--- config.mk ---
export PLATFORM = sky130hd
export DESIGN_NAME = stream_mux_n
export DESIGN_NICKNAME = d
export VERILOG_FILES = /design/src/rtl/stream_mux_n_pkg.sv /design/src/rtl/stream_mux_n_rr_arbiter.sv /design/src/rtl/stream_mux_n.sv
export SDC_FILE = /design/constraint.sdc
export NUM_CORES = 1
export LEC_CHECK = 0
export ABC_AREA = 1
export CORE_MARGIN = 4
export CORE_UTILIZATION = 44
export CTS_BUF_LIST = sky130_fd_sc_hd__clkbuf_8 sky130_fd_sc_hd__clkbuf_16
export CTS_CLUSTER_SIZE = 14
export DETAILED_ROUTE_END_ITERATION = 10
export DONT_BUFFER_PORTS = 1
export PLACE_DENSITY = 0.62
export SYNTH_ARGS = -nofsm -noshare
export SYNTH_HDL_FRONTEND = slang
export SYNTH_SLANG_ARGS = --single-unit
--- constraint.sdc ---
create_clock -name clk -period 3.05 [get_ports clk]
set_input_delay 0.4575 -clock clk [delete_from_list [all_inputs] [get_ports clk]]
set_output_delay 0.4575 -clock clk [all_outputs]
set_load 0.01 [all_outputs]
--- src/rtl/stream_mux_n_pkg.sv ---
// Shared definitions for the stream multiplexer slice.
//   ARB_SEL / ARB_RR : arbitration mode codes for the ARB_MODE parameter
//   sel_width()      : width of a channel index, at least one bit
package stream_mux_n_pkg;

    localparam int ARB_SEL = 0;
    localparam int ARB_RR  = 1;

    function automatic int sel_width(input int n);
        return (n > 1) ? $clog2(n) : 1;
    endfunction

endpackage

--- src/rtl/stream_mux_n_rr_arbiter.sv ---
// Rotating-priority arbiter, purely combinational.
// Ports:
//   req       : per-channel request
//   ptr       : highest-priority channel this cycle (always < CHANNELS)
//   gnt_valid : at least one request present
//   gnt_idx   : first requesting channel at or cyclically after ptr
module rr_arbiter
    import stream_mux_n_pkg::*;
#(
    parameter int CHANNELS = 4,
    parameter int SEL_W    = sel_width(CHANNELS)
) (
    input  logic [CHANNELS-1:0] req,
    input  logic [SEL_W-1:0]    ptr,
    output logic                gnt_valid,
    output logic [SEL_W-1:0]    gnt_idx
);

    // Walk offsets from the far end down to zero so the candidate closest
    // to ptr is the last one written and therefore wins.
    always_comb begin
        int               pos;
        logic [SEL_W-1:0] cand;
        gnt_valid = 1'b0;
        gnt_idx   = '0;
        for (int i = CHANNELS - 1; i >= 0; i--) begin
            pos = int'(ptr) + i;
            if (pos >= CHANNELS) begin
                pos = pos - CHANNELS;
            end
            cand = SEL_W'(pos);
            if (req[cand]) begin
                gnt_valid = 1'b1;
                gnt_idx   = cand;
            end
        end
    end

endmodule

--- src/rtl/stream_mux_n.sv ---
// N-input registered stream multiplexer with valid/ready on every channel.
// Ports:
//   clk, rst_n        : clock, synchronous active-low reset
//   sel               : channel select (select-driven mode only)
//   in_valid/in_data  : producer channels, channel k at in_data[k*WIDTH +: WIDTH]
//   in_ready          : per-channel ready, combinational, at most one set
//   out_valid/out_data/out_chan : registered output word and its source channel
//   out_ready         : consumer accepts the output word
module stream_mux_n
    import stream_mux_n_pkg::*;
#(
    parameter int  WIDTH    = 32,
    parameter int  CHANNELS = 4,
    parameter int  ARB_MODE = ARB_SEL,
    localparam int SEL_W    = sel_width(CHANNELS)
) (
    input  logic                      clk,
    input  logic                      rst_n,
    input  logic [SEL_W-1:0]          sel,
    input  logic [CHANNELS-1:0]       in_valid,
    input  logic [CHANNELS*WIDTH-1:0] in_data,
    output logic [CHANNELS-1:0]       in_ready,
    output logic                      out_valid,
    output logic [WIDTH-1:0]          out_data,
    output logic [SEL_W-1:0]          out_chan,
    input  logic                      out_ready
);

    logic             can_load;
    logic             grant_valid;
    logic [SEL_W-1:0] grant_idx;
    logic [SEL_W-1:0] rr_ptr;
    logic             transfer;
    logic [WIDTH-1:0] grant_data;

    // out_ready reaches in_ready combinationally so a full register can be
    // drained and refilled in the same cycle.
    assign can_load = !out_valid || out_ready;

    generate
        if (ARB_MODE == ARB_RR) begin : g_rr
            logic unused_sel;
            assign unused_sel = ^sel;
            rr_arbiter #(
                .CHANNELS (CHANNELS),
                .SEL_W    (SEL_W)
            ) u_arb (
                .req       (in_valid),
                .ptr       (rr_ptr),
                .gnt_valid (grant_valid),
                .gnt_idx   (grant_idx)
            );
        end else begin : g_sel
            logic unused_ptr;
            assign unused_ptr  = ^rr_ptr;
            // Codes above CHANNELS-1 exist when CHANNELS is not a power of two.
            assign grant_valid = (int'(sel) < CHANNELS);
            assign grant_idx   = sel;
        end
    endgenerate

    // Decoded by loop rather than a variable part-select so an unused select
    // code never addresses beyond the packed input bus.
    always_comb begin
        in_ready   = '0;
        grant_data = '0;
        for (int k = 0; k < CHANNELS; k++) begin
            if (grant_idx == SEL_W'(k)) begin
                in_ready[k] = rst_n && can_load && grant_valid;
                grant_data  = in_data[k*WIDTH +: WIDTH];
            end
        end
    end

    assign transfer = |(in_ready & in_valid);

    always_ff @(posedge clk) begin
        if (!rst_n) begin
            out_valid <= 1'b0;
            out_data  <= '0;
            out_chan  <= '0;
            rr_ptr    <= '0;
        end else begin
            if (can_load) begin
                out_valid <= transfer;
                if (transfer) begin
                    out_data <= grant_data;
                    out_chan <= grant_idx;
                end
            end
            if (transfer && (ARB_MODE == ARB_RR)) begin
                rr_ptr <= (grant_idx == SEL_W'(CHANNELS - 1)) ? '0
                                                              : grant_idx + SEL_W'(1);
            end
        end
    end

endmodule

==> impl_metrics.json <==
{
  "worstRegToRegCells": 8,
  "power.ir.vdd_worst_uv": 304,
  "post_synth_xor_area_fraction_pct": 0,
  "drive_gt1_share_pct": 4.75,
  "syn_area_cell_um2": 5.44,
  "setup-tns-final_ns": 0,
  "synth_fp_nets": 548,
  "cts-buffers-inserted": 5,
  "slew_violations": 0,
  "worst_hold_slack_after_final_layout_ns": 0.303,
  "max-clock-path-buffers": 2,
  "clk_transition_reported_paths_ns": 0.07,
  "grt_max_degree": 38,
  "overflow": 0,
  "area_share_of_the_leading_cell_type_in_the_synthesized_netlist_pct": 32.7,
  "routed_via_density": 5.08,
  "clock-sinks": 35,
  "final.setup_skew_ns": 0.00313,
  "die_y_extent_um": 79.3,
  "num-nets-final": 536,
  "synth.mux.area_fraction_pct": 0,
  "post_synth_inst_count": 411,
  "synth.lib_cells_used.distinct": 15,
  "fill_cells": 523,
  "synth_top_cell_by_area": "sky130_fd_sc_hd__nand2_1",
  "critical_path.slowest_cell": "sky130_fd_sc_hd__nor2_4",
  "num_antenna_cells": 0,
  "final_hold_viol_count": 0,
  "via_count": 2374,
  "crit_path_end_kind": "flop",
  "ys_warn_count": 0,
  "series_of_cell_instances_along_the_critical_path": "nand2_1, nand4_1, nand2_1, nor2_4, buf_12, nand2_1, nand2_1, nor2_1",
  "worst_pin_slew_ns": 0.695,
  "routed_wl_mm": 6.56,
  "rows": 25,
  "critical_path_arrival_ns": 2.06,
  "post_cts_resize_count": 0,
  "hold_buffers": 0,
  "port-buffer-count": 0,
  "synth-compound-area-share_pct": 1.12,
  "postCtsSetupRepairBufs": 0,
  "critPathLaunch": "out_valid",
  "cts_max_level": 2,
  "core_region_area_um2": 4820,
  "synth_seq_cells": 35,
  "report.power.total_mw": 1.13,
  "dp_cells": 459,
  "first_drt_pass_iteration_count": 6,
  "hold_class": "in -> reg",
  "layout_min_cycle_time_ns": 1.89,
  "cp_slowest_stage_delay_ns": 0.57,
  "timing.reg2reg.setup_slack_ns": 1.16,
  "tritoncts": "yes",
  "maximum_capacitance_violations": 0,
  "synth_area_um2": 2240,
  "die_area_um2": 6290,
  "post_route_drc": 0,
  "leak_nw": 1.19,
  "max_slew_margin_pct": 53.5,
  "regToRegStartpoint": "out_valid",
  "synth_top_family_by_area": "simple AND/OR/NAND/NOR gates",
  "achievable-frequency_mhz": 529,
  "clk_latency_ns": 0.27,
  "worstReg2RegEnd": "out_data[0]",
  "ioPinCount": 176,
  "gp_congestion": 0.699,
  "synthSimpleGateAreaFrac_pct": 56.1,
  "cellPowerDensity_nw_per_um2": 477,
  "dp.final_hpwl_mm": 4.75,
  "initial_core_util_pct": 46.4,
  "status": "complete, no violations",
  "synth_area_leaders": "sky130_fd_sc_hd__nand2_1 33%, sky130_fd_sc_hd__dfxtp_1 31%, sky130_fd_sc_hd__nor2_1 12%",
  "antenna_found_initial": 0,
  "adder_and_majority_cell_fraction_of_the_synthesized_area_pct": 0,
  "worst-path-buf-inv": 1,
  "critical_path.endpoint": "out_data[0]",
  "grt_pass1_vias": 2100,
  "synthToLayoutAreaGrowth_pct": 5.87,
  "path_max_fanout": 34,
  "critical_path.most_common_cell": "sky130_fd_sc_hd__nand2_1",
  "post_drt_wl_per_cell_um": 14.0,
  "setup.worst_path.class": "reg -> reg",
  "cp_num_cells": 8,
  "clk_root_buffer_cell": "sky130_fd_sc_hd__clkbuf_8",
  "synth-seq-area-share_pct": 31.3,
  "grt.total_usage_pct": 19.7,
  "antenna_left": 0,
  "critical-path-top-delay-family": "simple AND/OR/NAND/NOR gates",
  "detailedRoute.firstIterationViolations": 122,
  "die_width_um": 79.3,
  "crit_path_start_kind": "flop",
  "post_layout_nonfiller_instances": 467,
  "layout_worst_path_cycle_share_pct": 62.0,
  "final_count_of_negative_setup_slack_endpoints": 0,
  "worst-endpoint-required_ns": 3.22,
  "unrepaired_setup_endpoints_after_global_routing": "false",
  "grt_first_pass_wirelength_mm": 9.84
}
## cell usage after synthesis
| cell | number |
|---|---|
| sky130_fd_sc_hd__o21ai_0 | 3 |
| sky130_fd_sc_hd__a21oi_1 | 2 |
| sky130_fd_sc_hd__nand2_1 | 195 |
| sky130_fd_sc_hd__clkbuf_1 | 15 |
| sky130_fd_sc_hd__nor2_2 | 3 |
| sky130_fd_sc_hd__buf_2 | 7 |
| sky130_fd_sc_hd__nand3_1 | 4 |
| sky130_fd_sc_hd__inv_1 | 36 |
| sky130_fd_sc_hd__nand4_1 | 33 |
| sky130_fd_sc_hd__inv_2 | 3 |
| sky130_fd_sc_hd__nor3_1 | 3 |
| sky130_fd_sc_hd__dfxtp_1 | 35 |
| sky130_fd_sc_hd__nor2_1 | 70 |
| sky130_fd_sc_hd__buf_4 | 1 |
| sky130_fd_sc_hd__buf_6 | 1 |
## logic make-up after synthesis
kind of cell / count (synthesis)
compound gates: 5
flops: 35
simple gates: 308
buf+inv: 63
## flip-flops by register name (all words and copies together) (netlist names)
| signal | flops |
|---|---|
| out_chan | 2 |
| out_data | 32 |
| out_valid | 1 |
## worst min-delay path by stage
stage	to	depth (start not counted)	slack, ns	from
finish	out_data[10]	2	0.30	rst_n
global route	out_data[7]	2	0.28	rst_n
CTS	out_data[10]	2	0.29	rst_n
detailed placement	out_data[16]	2	0.53	out_data[16]
global placement	out_chan[1]	2	0.54	out_chan[1]
floorplan	out_chan[1]	2	0.50	out_chan[1]
## routing by layer
| layer | wire length (um) | GRT usage, % |
|---|---|---|
| met5 | 0 | 0 |
| met4 | 29 | 3.78 |
| met3 | 713 | 7.82 |
| met2 | 3190 | 34.2 |
| met1 | 2630 | 23.0 |
## cell usage in the layout, fill, tap and decap left out, drive strengths merged
| master | Yosys | final |
|---|---|---|
| buf | 9 | 5 |
| nand3 | 4 | 4 |
| dfxtp | 35 | 35 |
| clkbuf | 15 | 7 |
| nor3 | 3 | 3 |
| nor2 | 73 | 73 |
| nand4 | 33 | 33 |
| nand2 | 195 | 195 |
| o21ai | 3 | 3 |
| inv | 39 | 40 |
| a21oi | 2 | 2 |
## per-stage QoR
step                      setup WS [ns]  instance area, um^2  util (%)
final                              1.16                 2370      49.2
after global routing              0.970                 2370      49.2
after detailed placement           1.08                 2270      47.1
after CTS                          1.14                 2370      49.2
after floorplan                    1.38                 2240         -
after global placement             1.13                 2270      47.1
## worst reg2reg max path, delay by kind of cell (launching register included)
family                 cells  cell delay, ns
and+or+nand+nor            7            1.11
buffers and inverters      1            0.26
DFF                        1            0.42
## power breakdown
part | leakage (nW) | switching, mW | internal, mW
Sequential | 0.288 | 0.0532 | 0.502
Combinational | 0.848 | 0.136 | 0.0799
Clock | 0.0557 | 0.157 | 0.203
## cell type report
class | instances | area, um^2 | area share, %
clock inverters | 1 | 3.75 | 0.158
clock buffers | 7 | 96.3 | 4.07
well taps | 67 | 83.8 | 3.54
inverters | 39 | 146 | 6.18
repair buffers | 5 | 50.0 | 2.11
flip-flops and latches | 35 | 701 | 29.6
multi-input cells | 313 | 1290 | 54.4
No activity file was read; power rests on OpenSTA's default activity.
